### config.mk
export PLATFORM = sky130hd
export DESIGN_NAME = mesh_feed_controller_flat
export DESIGN_NICKNAME = d
export VERILOG_FILES = /design/src/rtl/mesh_pkg.sv /design/src/rtl/mesh_feed_controller_if.sv /design/src/rtl/mesh_feed_controller_counter.sv /design/src/rtl/mesh_feed_controller.sv /design/src/flat_wrapper.sv
export SDC_FILE = /design/constraint.sdc
export NUM_CORES = 1
export LEC_CHECK = 0
export CORE_MARGIN = 2
export CORE_UTILIZATION = 30
export DETAILED_ROUTE_END_ITERATION = 10
export GPL_TIMING_DRIVEN = 0
export SYNTH_ARGS = -nofsm -noshare
export SYNTH_HDL_FRONTEND = slang
export SYNTH_HIERARCHICAL = 1
export SYNTH_SLANG_ARGS = --single-unit
### constraint.sdc
create_clock -name clk -period 4.5 [get_ports clk]
set_input_delay 0.9 -clock clk [delete_from_list [all_inputs] [get_ports clk]]
set_output_delay 0.9 -clock clk [all_outputs]
set_load 0.1 [all_outputs]
### src/rtl/mesh_pkg.sv
// Shared definitions for the mesh edge-feed sequencer.
// Holds the feed FSM state type, the width constants of the edge interfaces
// and the helper that builds the one-hot per-row skew code.
package mesh_pkg;

  typedef enum logic [2:0] {
    IDLE,
    CLEAR,
    LOAD,
    STREAM,
    DRAIN,
    PAIR,
    FIN
  } feed_state_t;

  localparam int SKEW_W = 4;
  localparam int DATA_W = 32;
  localparam int CFG_W  = 64;

  // One-hot delay selector: row r is held back r cycles so the wavefront
  // enters the mesh diagonally.
  function automatic logic [SKEW_W-1:0] skew_code(input int r);
    return 4'b0001 << r;
  endfunction

endpackage

### src/rtl/mesh_feed_controller_if.sv
// Bundle of the job handshake, the broadcast to the edge interfaces and the
// per-edge done flags.
//   slave  : the feed controller (accepts jobs, drives iface_*, busy, done)
//   master : host queue plus edge interfaces (offers jobs, returns done flags)
interface mesh_feed_controller_if #(
  parameter int N_ROWS = 4,
  parameter int N_COLS = 4,
  parameter int CFG_W  = 64
);

  logic                  req_valid;
  logic                  req_ready;
  logic                  req_systolic;
  logic                  req_dir;
  logic [CFG_W-1:0]      req_cfg;
  logic                  iface_reset;
  logic                  iface_load;
  logic                  iface_systolic;
  logic                  iface_dir;
  logic [CFG_W-1:0]      iface_cfg;
  logic [4*N_ROWS-1:0]   iface_delay;
  logic [N_ROWS-1:0]     west_done;
  logic [N_COLS-1:0]     north_done;
  logic                  busy;
  logic                  done;

  modport slave (
    input  req_valid, req_systolic, req_dir, req_cfg, west_done, north_done,
    output req_ready, iface_reset, iface_load, iface_systolic, iface_dir,
           iface_cfg, iface_delay, busy, done
  );

  modport master (
    output req_valid, req_systolic, req_dir, req_cfg, west_done, north_done,
    input  req_ready, iface_reset, iface_load, iface_systolic, iface_dir,
           iface_cfg, iface_delay, busy, done
  );

endinterface

### src/rtl/mesh_feed_controller_counter.sv
// feed_counter: cycle counter shared by the STREAM and DRAIN phases.
//   clk, reset : clock and synchronous active-high reset
//   clear      : return to zero on the next edge (takes priority over enable)
//   enable     : count up by one per cycle
//   limit      : runtime terminal value
//   last       : high while enabled and the count equals limit
module feed_counter #(
  parameter int W = 4
) (
  input  logic         clk,
  input  logic         reset,
  input  logic         clear,
  input  logic         enable,
  input  logic [W-1:0] limit,
  output logic         last
);

  logic [W-1:0] count_reg;

  always_ff @(posedge clk) begin
    if (reset || clear) begin
      count_reg <= '0;
    end else if (enable) begin
      count_reg <= count_reg + 1'b1;
    end
  end

  assign last = enable && (count_reg == limit);

endmodule

### src/rtl/mesh_feed_controller.sv
// mesh_feed_controller: sequences the west/north edge interfaces of the
// systolic mesh for one job at a time.
//   clk, reset : clock and synchronous active-high reset
//   bus        : job handshake (req_*), broadcast to interfaces (iface_*),
//                per-edge done flags, busy level and one-cycle done pulse
// Job flow: IDLE -> CLEAR -> LOAD -> (STREAM -> DRAIN | PAIR) -> FIN -> IDLE.
// N_ROWS must stay within 1..4 because each row's skew code is 4 bits wide.
module mesh_feed_controller
  import mesh_pkg::*;
#(
  parameter int N_ROWS = 4,
  parameter int N_COLS = 4,
  parameter int DEPTH  = 4,
  parameter int CFG_W  = 64
) (
  input  logic                  clk,
  input  logic                  reset,
  mesh_feed_controller_if.slave bus
);

  // Stream length including the skew of the last row, and the time for the
  // last injected word to cross the mesh.
  localparam int S      = DEPTH + N_ROWS - 1;
  localparam int R      = N_ROWS + N_COLS - 1;
  localparam int MAX_SR = (S > R) ? S : R;
  localparam int CNT_W  = $clog2(MAX_SR) + 1;

  feed_state_t state_reg, state_next;

  logic [CNT_W-1:0]           cnt_limit;
  logic                       cnt_clear;
  logic                       cnt_enable;
  logic                       cnt_last;
  logic                       group_done;
  logic                       accept;

  logic                       req_ready_reg;
  logic                       busy_reg;
  logic                       done_reg;
  logic                       iface_reset_reg;
  logic                       iface_load_reg;
  logic                       iface_systolic_reg;
  logic                       iface_dir_reg;
  logic [CFG_W-1:0]           iface_cfg_reg;
  logic [SKEW_W*N_ROWS-1:0]   iface_delay_reg;
  logic [SKEW_W*N_ROWS-1:0]   delay_code;

  generate
    for (genvar gi = 0; gi < N_ROWS; gi++) begin : g_skew
      assign delay_code[gi*SKEW_W +: SKEW_W] = skew_code(gi);
    end
  endgenerate

  assign accept = (state_reg == IDLE) && bus.req_valid;

  // Only the group selected by the latched direction counts; the other
  // group's flags are irrelevant to a direct load.
  assign group_done = iface_dir_reg ? (&bus.west_done) : (&bus.north_done);

  feed_counter #(.W(CNT_W)) u_counter (
    .clk    (clk),
    .reset  (reset),
    .clear  (cnt_clear),
    .enable (cnt_enable),
    .limit  (cnt_limit),
    .last   (cnt_last)
  );

  always_ff @(posedge clk) begin
    if (reset) begin
      state_reg <= IDLE;
    end else begin
      state_reg <= state_next;
    end
  end

  always_comb begin
    state_next = state_reg;
    cnt_enable = 1'b0;
    cnt_limit  = '0;
    case (state_reg)
      IDLE:   if (bus.req_valid) state_next = CLEAR;
      CLEAR:  state_next = LOAD;
      LOAD:   state_next = iface_systolic_reg ? STREAM : PAIR;
      STREAM: begin
        cnt_enable = 1'b1;
        cnt_limit  = CNT_W'(S - 1);
        if (cnt_last) state_next = DRAIN;
      end
      DRAIN: begin
        cnt_enable = 1'b1;
        cnt_limit  = CNT_W'(R - 1);
        if (cnt_last) state_next = FIN;
      end
      PAIR:   if (group_done) state_next = FIN;
      FIN:    state_next = IDLE;
      default: state_next = IDLE;
    endcase
  end

  // Every state change restarts the shared counter so each phase counts from 0.
  assign cnt_clear = (state_next != state_reg);

  // Outputs are registered from the next state so they line up exactly with
  // the state they describe.
  always_ff @(posedge clk) begin
    if (reset) begin
      req_ready_reg      <= 1'b1;
      busy_reg           <= 1'b0;
      done_reg           <= 1'b0;
      iface_reset_reg    <= 1'b0;
      iface_load_reg     <= 1'b0;
      iface_systolic_reg <= 1'b0;
      iface_dir_reg      <= 1'b0;
      iface_cfg_reg      <= '0;
      iface_delay_reg    <= '0;
    end else begin
      req_ready_reg   <= (state_next == IDLE);
      busy_reg        <= (state_next != IDLE);
      done_reg        <= (state_next == FIN);
      iface_reset_reg <= (state_next == CLEAR);
      iface_load_reg  <= (state_next == LOAD);
      if (accept) begin
        iface_systolic_reg <= bus.req_systolic;
        iface_dir_reg      <= bus.req_dir;
        iface_cfg_reg      <= bus.req_cfg;
      end
      if (state_next == LOAD) begin
        iface_delay_reg <= delay_code;
      end
    end
  end

  assign bus.req_ready      = req_ready_reg;
  assign bus.busy           = busy_reg;
  assign bus.done           = done_reg;
  assign bus.iface_reset    = iface_reset_reg;
  assign bus.iface_load     = iface_load_reg;
  assign bus.iface_systolic = iface_systolic_reg;
  assign bus.iface_dir      = iface_dir_reg;
  assign bus.iface_cfg      = iface_cfg_reg;
  assign bus.iface_delay    = iface_delay_reg;

endmodule

### src/flat_wrapper.sv
// flat-port wrapper written by rule: the top's interface ports become plain ports
module mesh_feed_controller_flat import mesh_pkg::*;
#(
  parameter int N_ROWS = 4,
  parameter int N_COLS = 4,
  parameter int DEPTH  = 4,
  parameter int CFG_W  = 64
)
  (clk, reset, bus_req_valid, bus_req_systolic, bus_req_dir, bus_req_cfg, bus_west_done, bus_north_done, bus_req_ready, bus_iface_reset, bus_iface_load, bus_iface_systolic, bus_iface_dir, bus_iface_cfg, bus_iface_delay, bus_busy, bus_done);
  mesh_feed_controller_if #(.N_ROWS(N_ROWS), .N_COLS(N_COLS), .CFG_W(CFG_W)) bus_i ();
  input  logic clk;
  input  logic reset;
  input wire logic [$bits(bus_i.req_valid)-1:0] bus_req_valid;
  input wire logic [$bits(bus_i.req_systolic)-1:0] bus_req_systolic;
  input wire logic [$bits(bus_i.req_dir)-1:0] bus_req_dir;
  input wire logic [$bits(bus_i.req_cfg)-1:0] bus_req_cfg;
  input wire logic [$bits(bus_i.west_done)-1:0] bus_west_done;
  input wire logic [$bits(bus_i.north_done)-1:0] bus_north_done;
  output wire logic [$bits(bus_i.req_ready)-1:0] bus_req_ready;
  output wire logic [$bits(bus_i.iface_reset)-1:0] bus_iface_reset;
  output wire logic [$bits(bus_i.iface_load)-1:0] bus_iface_load;
  output wire logic [$bits(bus_i.iface_systolic)-1:0] bus_iface_systolic;
  output wire logic [$bits(bus_i.iface_dir)-1:0] bus_iface_dir;
  output wire logic [$bits(bus_i.iface_cfg)-1:0] bus_iface_cfg;
  output wire logic [$bits(bus_i.iface_delay)-1:0] bus_iface_delay;
  output wire logic [$bits(bus_i.busy)-1:0] bus_busy;
  output wire logic [$bits(bus_i.done)-1:0] bus_done;
  assign bus_i.req_valid = bus_req_valid;
  assign bus_i.req_systolic = bus_req_systolic;
  assign bus_i.req_dir = bus_req_dir;
  assign bus_i.req_cfg = bus_req_cfg;
  assign bus_i.west_done = bus_west_done;
  assign bus_i.north_done = bus_north_done;
  assign bus_req_ready = bus_i.req_ready;
  assign bus_iface_reset = bus_i.iface_reset;
  assign bus_iface_load = bus_i.iface_load;
  assign bus_iface_systolic = bus_i.iface_systolic;
  assign bus_iface_dir = bus_i.iface_dir;
  assign bus_iface_cfg = bus_i.iface_cfg;
  assign bus_iface_delay = bus_i.iface_delay;
  assign bus_busy = bus_i.busy;
  assign bus_done = bus_i.done;
  mesh_feed_controller #(.N_ROWS(N_ROWS), .N_COLS(N_COLS), .DEPTH(DEPTH), .CFG_W(CFG_W)) u_core (.clk(clk), .reset(reset), .bus(bus_i));
endmodule
==> results of run 1 <==
-- layer usage --
metal	track usage	vias to the layer above
met5	0	-
met3	0.0656	5
li1	-	1542
met2	0.258	105
met4	0.0400	0
met1	0.184	1371
-- stage by stage --
stage / hold WS (ns) / instance area (sq um) / setup WS [ns]
2_1_floorplan: 0.532 / 3120 / 1.85
3_3_place_gp: 0.441 / 4800 / 1.43
3_5_place_dp: 0.446 / 4800 / 1.39
4_1_cts: 0.458 / 5030 / 1.38
5_1_grt: 0.474 / 5030 / 1.02
6_report: 0.457 / 5030 / 1.35
-- power groups by stage --
stage | sequential, W | combinational [W] | clock (W)
final | 0.000814 | 0.00110 | 0.000602
after global routing | 0.000825 | 0.00116 | 0.000651
after CTS | 0.000815 | 0.00111 | 0.000621
after detailed placement | 0.000830 | 0.00110 | 0
after global placement | 0.000827 | 0.00110 | 0
after floorplan | 0.00134 | 0.000321 | 0
-- final cells by class --
| class | instances | area (sq um) | area share |
|---|---|---|---|
| buffer | 40 | 262 | 0.0520 |
| clock buffer | 10 | 138 | 0.0274 |
| clock inverter | 6 | 92.6 | 0.0184 |
| inverter | 1 | 3.75 | 0.000746 |
| multi-input combinational | 269 | 1280 | 0.254 |
| sequential | 79 | 1580 | 0.314 |
| tap | 133 | 166 | 0.0331 |
| timing repair buffer | 151 | 1510 | 0.300 |
-- critical path, delay by kind of cell (launching register included) --
family / cells / cell delay, ns
and+or+nand+nor: 6 / 1.75
muxes: 1 / 0.58
DFF: 1 / 0.35
buffers and inverters: 1 / 0.18
xor gates and xnor gates: 1 / 0.15
-- kinds of logic (layout without fill, tap and decap cells) --
family	after synthesis	count (layout)	synth area share
flops	79	79	0.514
simple gates	168	168	0.235
xor+xnor	7	7	0.0199
other cells	1	14	0.00122
compound gates	76	76	0.129
buf+inv	41	208	0.0863
fa+ha+maj	1	1	0.00407
mux	3	3	0.00977
-- path summary, 6_finish.rpt --
path / from / cells after the start / to / slack [ns]
min: u_core/bus.iface_cfg[33]$_SDFFE_PP0P_ / 2 / u_core/bus.iface_cfg[33]$_SDFFE_PP0P_ / 0.46
max reg2reg: u_core/state_reg[0]$_SDFF_PP0_ / 9 / u_core/u_counter/count_reg[1]$_SDFFE_PP0P_ / 1.35
max: u_core/state_reg[0]$_SDFF_PP0_ / 9 / u_core/u_counter/count_reg[1]$_SDFFE_PP0P_ / 1.35
min reg2reg: u_core/bus.iface_cfg[33]$_SDFFE_PP0P_ / 2 / u_core/bus.iface_cfg[33]$_SDFFE_PP0P_ / 0.46
-- cells in the mapped netlist (2+ instances only) --
master      n  area (sq um)
nor4_1      2          12.5
nor3_2      2          20.0
buf_4      17           128
nor2b_1     2          12.5
dfxtp_1    79          1580
nand2_1   137           514
buf_6       5          56.3
xor2_1      5          43.8
a21oi_1    72           360
buf_2       8          40.0
nand2b_1    2          12.5
clkbuf_1   10          37.5
mux2i_1     3          30.0
nor2_1      6          22.5
nand4_1     2          12.5
xnor2_1     2          17.5
nand3b_1    2          15.0
nor3_1      5          25.0
==> results.cfg, run 1 <==
[detailed_routing]
wl_met1_microns = 3780
drt-total-wl_microns = 8570
vias = 3023
drt_iter0_drc = 135
top_layer = met4
dr.pass1.iters = 4
drc_errors = 0
route.met2.wl_microns = 3940
postRouteAntennaNets = 0
vias_per_cell = 4.39
wl_met3_microns = 797
routedWlPerCell_microns = 12.4

[cts]
clock-sinks = 79
cts.repair.resized = 0
cts.clk_slew.worst_paths_ns = 0.08
cts_tree = yes
cts_setup_buffers = 0
root_buffer = clkbuf_8
clk_path_buf_depth = 2
tritoncts.num_buffers = 9
clkLatencyLatePin_ns = 0.34
cts_hold_buf = 0
htree_levels = 3

[worst_setup_path]
crit_path_top_delay_cell = nor4_1
critPathMaxStageDelay_ns = 0.76
endpoint_kind = register
crit_path_start_kind = register
critPathMaxFanout = 10
cp_data_required_time_ns = 4.70
crit_chain = buf_4 -> nand2b_1 -> mux2i_1 -> xor2_1 -> nor4_2 -> or2b_1 -> nor2b_1 -> nor4_1 -> nor3_1
cp.arrival_ns = 3.35
crit_type = register to register

[finish]
drive_gt1_frac = 0.0953
largest_reg_flops = 64
layout_common_cells = 151 x clkdlybuf4s50_1, 137 x nand2_1, 79 x dfxtp_1
fin_cells = 689
utilization = 0.510
area_growth_pct = 63.7
fillCellCount = 957
layout_commonest_cell = clkdlybuf4s50_1
final_nets = 629
diodes = 0

[worst_hold_path]
hold_class = register to register

[yosys]
async_reset_ff_frac = 0
synth.avg_cell_area_sq_um = 8.18
ys_seq_area_frac = 0.514
syn-cell-area_sq_um = 3070
ys_ff_latch = 79
synth_warnings = 6
synth.distinct_cells = 33
synthFlopType = dfxtp_1
synth_cells = 376
synth-edff-count = 0

[placed_design]
port_buffers = 151
gp_congestion = 0.767
placed_cells = 673
dp_hpwl_microns = 6240

[sta]
tns_ns = 0
rsz0062_at_grt = no
skew_ns = 0.00576
relSlewSlack = 0.308
period_needed_ns = 3.15
tightestPinTransition_ns = 1.03
finalSetupViolCount = 0
finalMaxSlewViolations = 0
period_share = 0.701
hold_viol_final = 0
fmax_ghz = 0.317

[grt]
antenna_found_initial = 0
grt_max_degree = 15
grt_pass1_vias = 2922
overflow = 0
grt.total_usage = 0.155
grt_pass1_wl_microns = 14000

[floorplan]
coreArea_sq_um = 9860
die_h_microns = 105
initial_utilization = 0.312
rows = 36
dieArea_sq_um = 11100
die_w_microns = 105
ios = 164

[power_and_ir_drop]
power_density_nw_per_um2 = 500
peakVddDrop_uv = 222
totalPowerFinal_w = 0.00252
power.internal_w = 0.00140
swShare = 0.445
combPwrFrac = 0.438
seqPwrFrac = 0.323
switching_power_w = 0.00112
power.share.clock = 0.239
p_leak_nw = 1.91

[flow_run]
drv_cap = 0

[outcome]
status = completed
No activity file was read; power rests on OpenSTA's default activity.
==> run 2, diff against run 1 <==
==> constraint.sdc (replaced) <==
create_clock -name clk -period 3 [get_ports clk]
set_input_delay 0.6 -clock clk [delete_from_list [all_inputs] [get_ports clk]]
set_output_delay 0.6 -clock clk [all_outputs]
set_load 0.1 [all_outputs]
==> run 2 against run 1 <==
Effect of this change:
- non-clock buffer count unchanged
- register-to-register slack got worse by 0.95 ns
- sequential power increased by 50%
- utilization increased by 0.19 points
- flip-flop and latch count unchanged
- worst hold slack unchanged
- maximum frequency increased by 21%
==> results.cfg, run 2 (synthesis results as in run 1) <==
[worst_setup_path]
crit_type = register to register
crit_path_start_kind = register
crit_chain = buf_4 -> nand2b_1 -> mux2i_2 -> xor2_1 -> nor4_2 -> or2b_1 -> nor2b_1 -> nor4_4 -> nor3_1
critPathMaxStageDelay_ns = 0.47
cp_data_required_time_ns = 3.22
cp.arrival_ns = 2.82
crit_path_top_delay_cell = nor4_2
critPathMaxFanout = 10
critPathTopFamily = simple AND/OR/NAND/NOR gates
startpoint = u_core/state_reg[0]$_SDFF_PP0_
r2r-start = u_core/state_reg[0]$_SDFF_PP0_
endpoint_kind = register
crit_buf_inv = 1

[detailed_routing]
routedWlPerCell_microns = 12.4
vias = 3026
postRouteAntennaNets = 0
drt-total-wl_microns = 8560
vias_per_cell = 4.39
drt_iter0_drc = 132
dr.pass1.iters = 4
drc_errors = 0

[floorplan]
initial_utilization = 0.312
coreArea_sq_um = 9860
rows = 36
die_w_microns = 105
die_h_microns = 105
dieArea_sq_um = 11100
ios = 164

[sta]
finalSetupViolCount = 0
skew_ns = 0.00612
period_needed_ns = 2.60
hold_ws_ns = 0.457
hold_viol_final = 0
fmax_ghz = 0.384
tightestPinTransition_ns = 1.03
finalMaxSlewViolations = 0
relSlewSlack = 0.308
rsz0062_at_grt = no
period_share = 0.868

[power_and_ir_drop]
combPwrFrac = 0.439
power.share.clock = 0.238
p_leak_nw = 1.91
swShare = 0.445
switching_power_w = 0.00168
seqPwrFrac = 0.323
power_density_nw_per_um2 = 750
power.internal_w = 0.00210
peakVddDrop_uv = 333

[finish]
drive_gt1_frac = 0.0989
utilization = 0.512
fillCellCount = 955
largest_reg_flops = 64
layout_common_cells = 151 x clkdlybuf4s50_1, 137 x nand2_1, 79 x dfxtp_1
layout_commonest_cell = clkdlybuf4s50_1
multi_input_area_sq_um = 1290
final_nets = 629
register_area_sq_um = 1580
area_growth_pct = 64.3
diodes = 0

[placed_design]
gp_congestion = 0.767
port_buffers = 151
dp_hpwl_microns = 6240

[cts]
cts_hold_buf = 0
cts_tree = yes
clkLatencyLatePin_ns = 0.34
clock-sinks = 79
tritoncts.num_buffers = 9
cts.clk_slew.worst_paths_ns = 0.08
cts.repair.resized = 1
root_buffer = clkbuf_8
htree_levels = 3
cts_setup_buffers = 0
clk_path_buf_depth = 2

[flow_run]
drv_cap = 0

[worst_hold_path]
worstHoldStart = u_core/bus.iface_cfg[33]$_SDFFE_PP0P_
hold_class = register to register

[grt]
grt_pass1_wl_microns = 14000
antenna_found_initial = 0
grt_max_degree = 15
grt.total_usage = 0.155
overflow = 0
grt_pass1_vias = 2922

[outcome]
status = completed
run 2: cell types whose count changed in the layout (fill, tap and decap cells not counted):
cell	delta
nor4_4	+1
mux2i_1	-1
mux2i_2	+1
nor4_1	-1
run 2: final cells by class:
cell class,count,share of cell area
Timing Repair Buffer,151,0.299
Inverter,1,0.000743
Clock inverter,6,0.0183
Clock buffer,10,0.0273
Buffer,40,0.0518
Sequential cell,79,0.313
Multi-Input combinational cell,269,0.256
Tap cell,133,0.0330
run 2: path summary, 6_finish.rpt:
| kind | cells past startpoint | end | slack [ns] |
|---|---|---|---|
| min | 2 | u_core/bus.iface_cfg[33]$_SDFFE_PP0P_ | 0.46 |
| max reg2reg | 9 | u_core/u_counter/count_reg[1]$_SDFFE_PP0P_ | 0.40 |
| min reg2reg | 2 | u_core/bus.iface_cfg[33]$_SDFFE_PP0P_ | 0.46 |
| max | 9 | u_core/u_counter/count_reg[1]$_SDFFE_PP0P_ | 0.40 |
run 2: power groups by stage:
stage	Clock, W	Combinational, W	Sequential (W)
after detailed placement	0	0.00166	0.00125
after global placement	0	0.00165	0.00124
after floorplan	0	0.000481	0.00200
after global routing	0.000976	0.00174	0.00124
final	0.000902	0.00166	0.00122
after CTS	0.000932	0.00166	0.00122
run 2: routing by layer:
| metal | global-route usage | vias up | wire length (microns) | part of all wire |
|---|---|---|---|---|
| li1 | - | 1540 | - | - |
| met1 | 0.182 | 1376 | 3740 | 0.44 |
| met2 | 0.258 | 105 | 3970 | 0.46 |
| met3 | 0.0662 | 5 | 809 | 0.094 |
| met4 | 0.0400 | 0 | 46 | 0.0054 |
| met5 | 0 | - | 0 | 0 |
run 2: stage by stage:
stage	power, W	std cells	TNS, ns	setup slack, ns	cell area [sq um]
floorplan	0.00248	389	0	0.348	3120
global placement	0.00289	673	-0.207	-0.0708	4800
detailed placement	0.00290	673	-0.367	-0.112	4800
CTS	0.00382	689	0	0.134	5040
global route	0.00395	689	0	0.147	5050
finish	0.00378	689	0	0.397	5050
run 2: worst reg2reg max path, cell delays in order (launching register included):
cell and delay (ns):
dfxtp_1 0.35, buf_4 0.17, nand2b_1 0.17, mux2i_2 0.43, xor2_1 0.14, nor4_2 0.47
or2b_1 0.18, nor2b_1 0.07, nor4_4 0.40, nor3_1 0.10
==> run 3, diff against run 2 <==
--- a/config.mk
+++ b/config.mk
@@ -5,7 +5,6 @@
 export SDC_FILE = /design/constraint.sdc
 export NUM_CORES = 1
 export LEC_CHECK = 0
-export CORE_MARGIN = 2
 export CORE_UTILIZATION = 30
 export DETAILED_ROUTE_END_ITERATION = 10
 export GPL_TIMING_DRIVEN = 0
==> run 3 against run 2 <==
Effect of this change:
- clock power fell by 24%
- clock skew rose by 0.0033 ns
- utilization down 0.76 points
- via count decreased by 1.6%
- worst hold slack lost 0.0022 ns
- first-iteration DRC count decreased by 57%
- non-clock buffer count unchanged
- worst setup slack got worse by 0.084 ns
- critical endpoint unchanged
==> results.cfg, run 3 (synthesis results as in run 1) <==
[detailed_routing]
vias_per_cell = 4.33
drt-total-wl_microns = 8480
postRouteAntennaNets = 0
drt_iter0_drc = 57
routedWlPerCell_microns = 12.3
vias = 2978
dr.pass1.iters = 4
drc_errors = 0

[worst_setup_path]
r2r_cells = 9
cp.arrival_ns = 2.90
critPathMaxStageDelay_ns = 0.48
r2r_setup_slack_ns = 0.31
endpoint_kind = register
crit_path_start_kind = register
rr_endpoint = u_core/u_counter/count_reg[1]$_SDFFE_PP0P_
r2r-start = u_core/state_reg[0]$_SDFF_PP0_
crit_type = register to register
cp_data_required_time_ns = 3.21
crit_path_top_delay_cell = nor4_2
crit_chain = buf_4 -> nand2b_1 -> mux2i_2 -> xor2_1 -> nor4_2 -> or2b_1 -> nor2b_1 -> nor4_2 -> nor3_1
critPathMaxFanout = 10
cpMostUsedCell = nor4_2

[cts]
root_buffer = clkbuf_8
cts_hold_buf = 0
cts.clk_slew.worst_paths_ns = 0.08
cts_tree = yes
tritoncts.num_buffers = 9
htree_levels = 3
clk_path_buf_depth = 2
clkLatencyLatePin_ns = 0.34
cts_setup_buffers = 0
clock-sinks = 79

[sta]
fmax_ghz = 0.372
hold_ws_ns = 0.455
period_share = 0.895
finalMaxSlewViolations = 0
relSlewSlack = 0.323
skew_ns = 0.00946
tns_ns = 0
finalSetupViolCount = 0
tightestPinTransition_ns = 1.01
period_needed_ns = 2.69
rsz0062_at_grt = no
hold_viol_final = 0

[floorplan]
dieArea_sq_um = 10700
ios = 164
initial_utilization = 0.312
coreArea_sq_um = 9860
rows = 36
die_w_microns = 103
die_h_microns = 103

[finish]
multi_input_area_sq_um = 1290
fillCellCount = 967
largest_reg_flops = 64
area_growth_pct = 61.8
layout_common_cells = 151 x clkdlybuf4s50_1, 137 x nand2_1, 79 x dfxtp_1
fin_area_sq_um = 4970
drive_gt1_frac = 0.0955
diodes = 0
final_nets = 629
layout_commonest_cell = clkdlybuf4s50_1
utilization = 0.504
register_area_sq_um = 1580

[flow_run]
drv_cap = 0

[power_and_ir_drop]
p_leak_nw = 1.88
power_density_nw_per_um2 = 717
peakVddDrop_uv = 352

[grt]
grt.total_usage = 0.160
grt_pass1_wl_microns = 13200
grt_max_degree = 13
antenna_found_initial = 0
overflow = 0
grt_pass1_vias = 2814

[worst_hold_path]
worstHoldStart = u_core/bus.iface_cfg[12]$_SDFFE_PP0P_
whs_path_depth = 2
hold_class = register to register
hold_path_end = u_core/bus.iface_cfg[12]$_SDFFE_PP0P_

[placed_design]
dp_hpwl_microns = 6220
gp_congestion = 0.777
port_buffers = 151
post_dp_cell_area_sq_um = 4800

[outcome]
status = completed
-- run 3: per-stage QoR --
stage                     power (W)  setup slack (ns)  cells
after CTS                   0.00360             0.184    688
after floorplan             0.00248             0.348    389
final                       0.00357             0.314    688
after detailed placement    0.00290           -0.0482    673
after global placement      0.00289           -0.0639    673
after global routing        0.00374            0.0598    688
-- run 3: layout make-up --
type / count / area share
buffer: 40 / 0.0526
sequential: 79 / 0.318
timing repair buffer: 151 / 0.304
clock inverter: 4 / 0.00453
inverter: 1 / 0.000755
clock buffer: 11 / 0.0284
tap: 133 / 0.0335
multi-input combinational: 269 / 0.259
-- run 3: worst max-delay path, delay by kind of cell (launching register included) --
family	cells	cell delay (ns)
buf+inv	1	0.18
flops	1	0.34
mux	1	0.42
xor+xnor	1	0.15
simple gates	6	1.46
-- run 3: per-layer routing --
layer  vias to the layer above  wire length, microns  GRT usage
met5                         -                     0          0
met4                         0                    63     0.0455
met3                         6                   759     0.0652
met2                        97                  4010      0.276
met1                      1334                  3650      0.182
li1                       1541                     -          -
-- run 3: how the worst max path moves through the flow --
stage / from / to / slack (ns)
3_3_place_gp: u_core/state_reg[0]$_SDFF_PP0_ / u_core/u_counter/count_reg[0]$_SDFFE_PP0P_ / -0.06
4_1_cts: u_core/state_reg[0]$_SDFF_PP0_ / u_core/u_counter/count_reg[0]$_SDFFE_PP0P_ / 0.18
3_5_place_dp: u_core/state_reg[0]$_SDFF_PP0_ / u_core/u_counter/count_reg[0]$_SDFFE_PP0P_ / -0.05
2_1_floorplan: u_core/state_reg[0]$_SDFF_PP0_ / u_core/u_counter/count_reg[0]$_SDFFE_PP0P_ / 0.35
6_report: u_core/state_reg[0]$_SDFF_PP0_ / u_core/u_counter/count_reg[1]$_SDFFE_PP0P_ / 0.31
5_1_grt: u_core/state_reg[2]$_SDFF_PP0_ / u_core/u_counter/count_reg[1]$_SDFFE_PP0P_ / 0.06
-- run 3: power breakdown --
| group | total, W | internal (W) | switching, W |
|---|---|---|---|
| Combinational | 0.00166 | 0.000440 | 0.00122 |
| Clock | 0.000689 | 0.000315 | 0.000374 |
| Sequential | 0.00122 | 0.00116 | 0.0000582 |
-- run 3: repair_timing --
item	CTS	global route
pin swaps	0	0
hold endpoints to repair	0	0
endpoints found under the setup margin	4	4
resized for setup	1	1
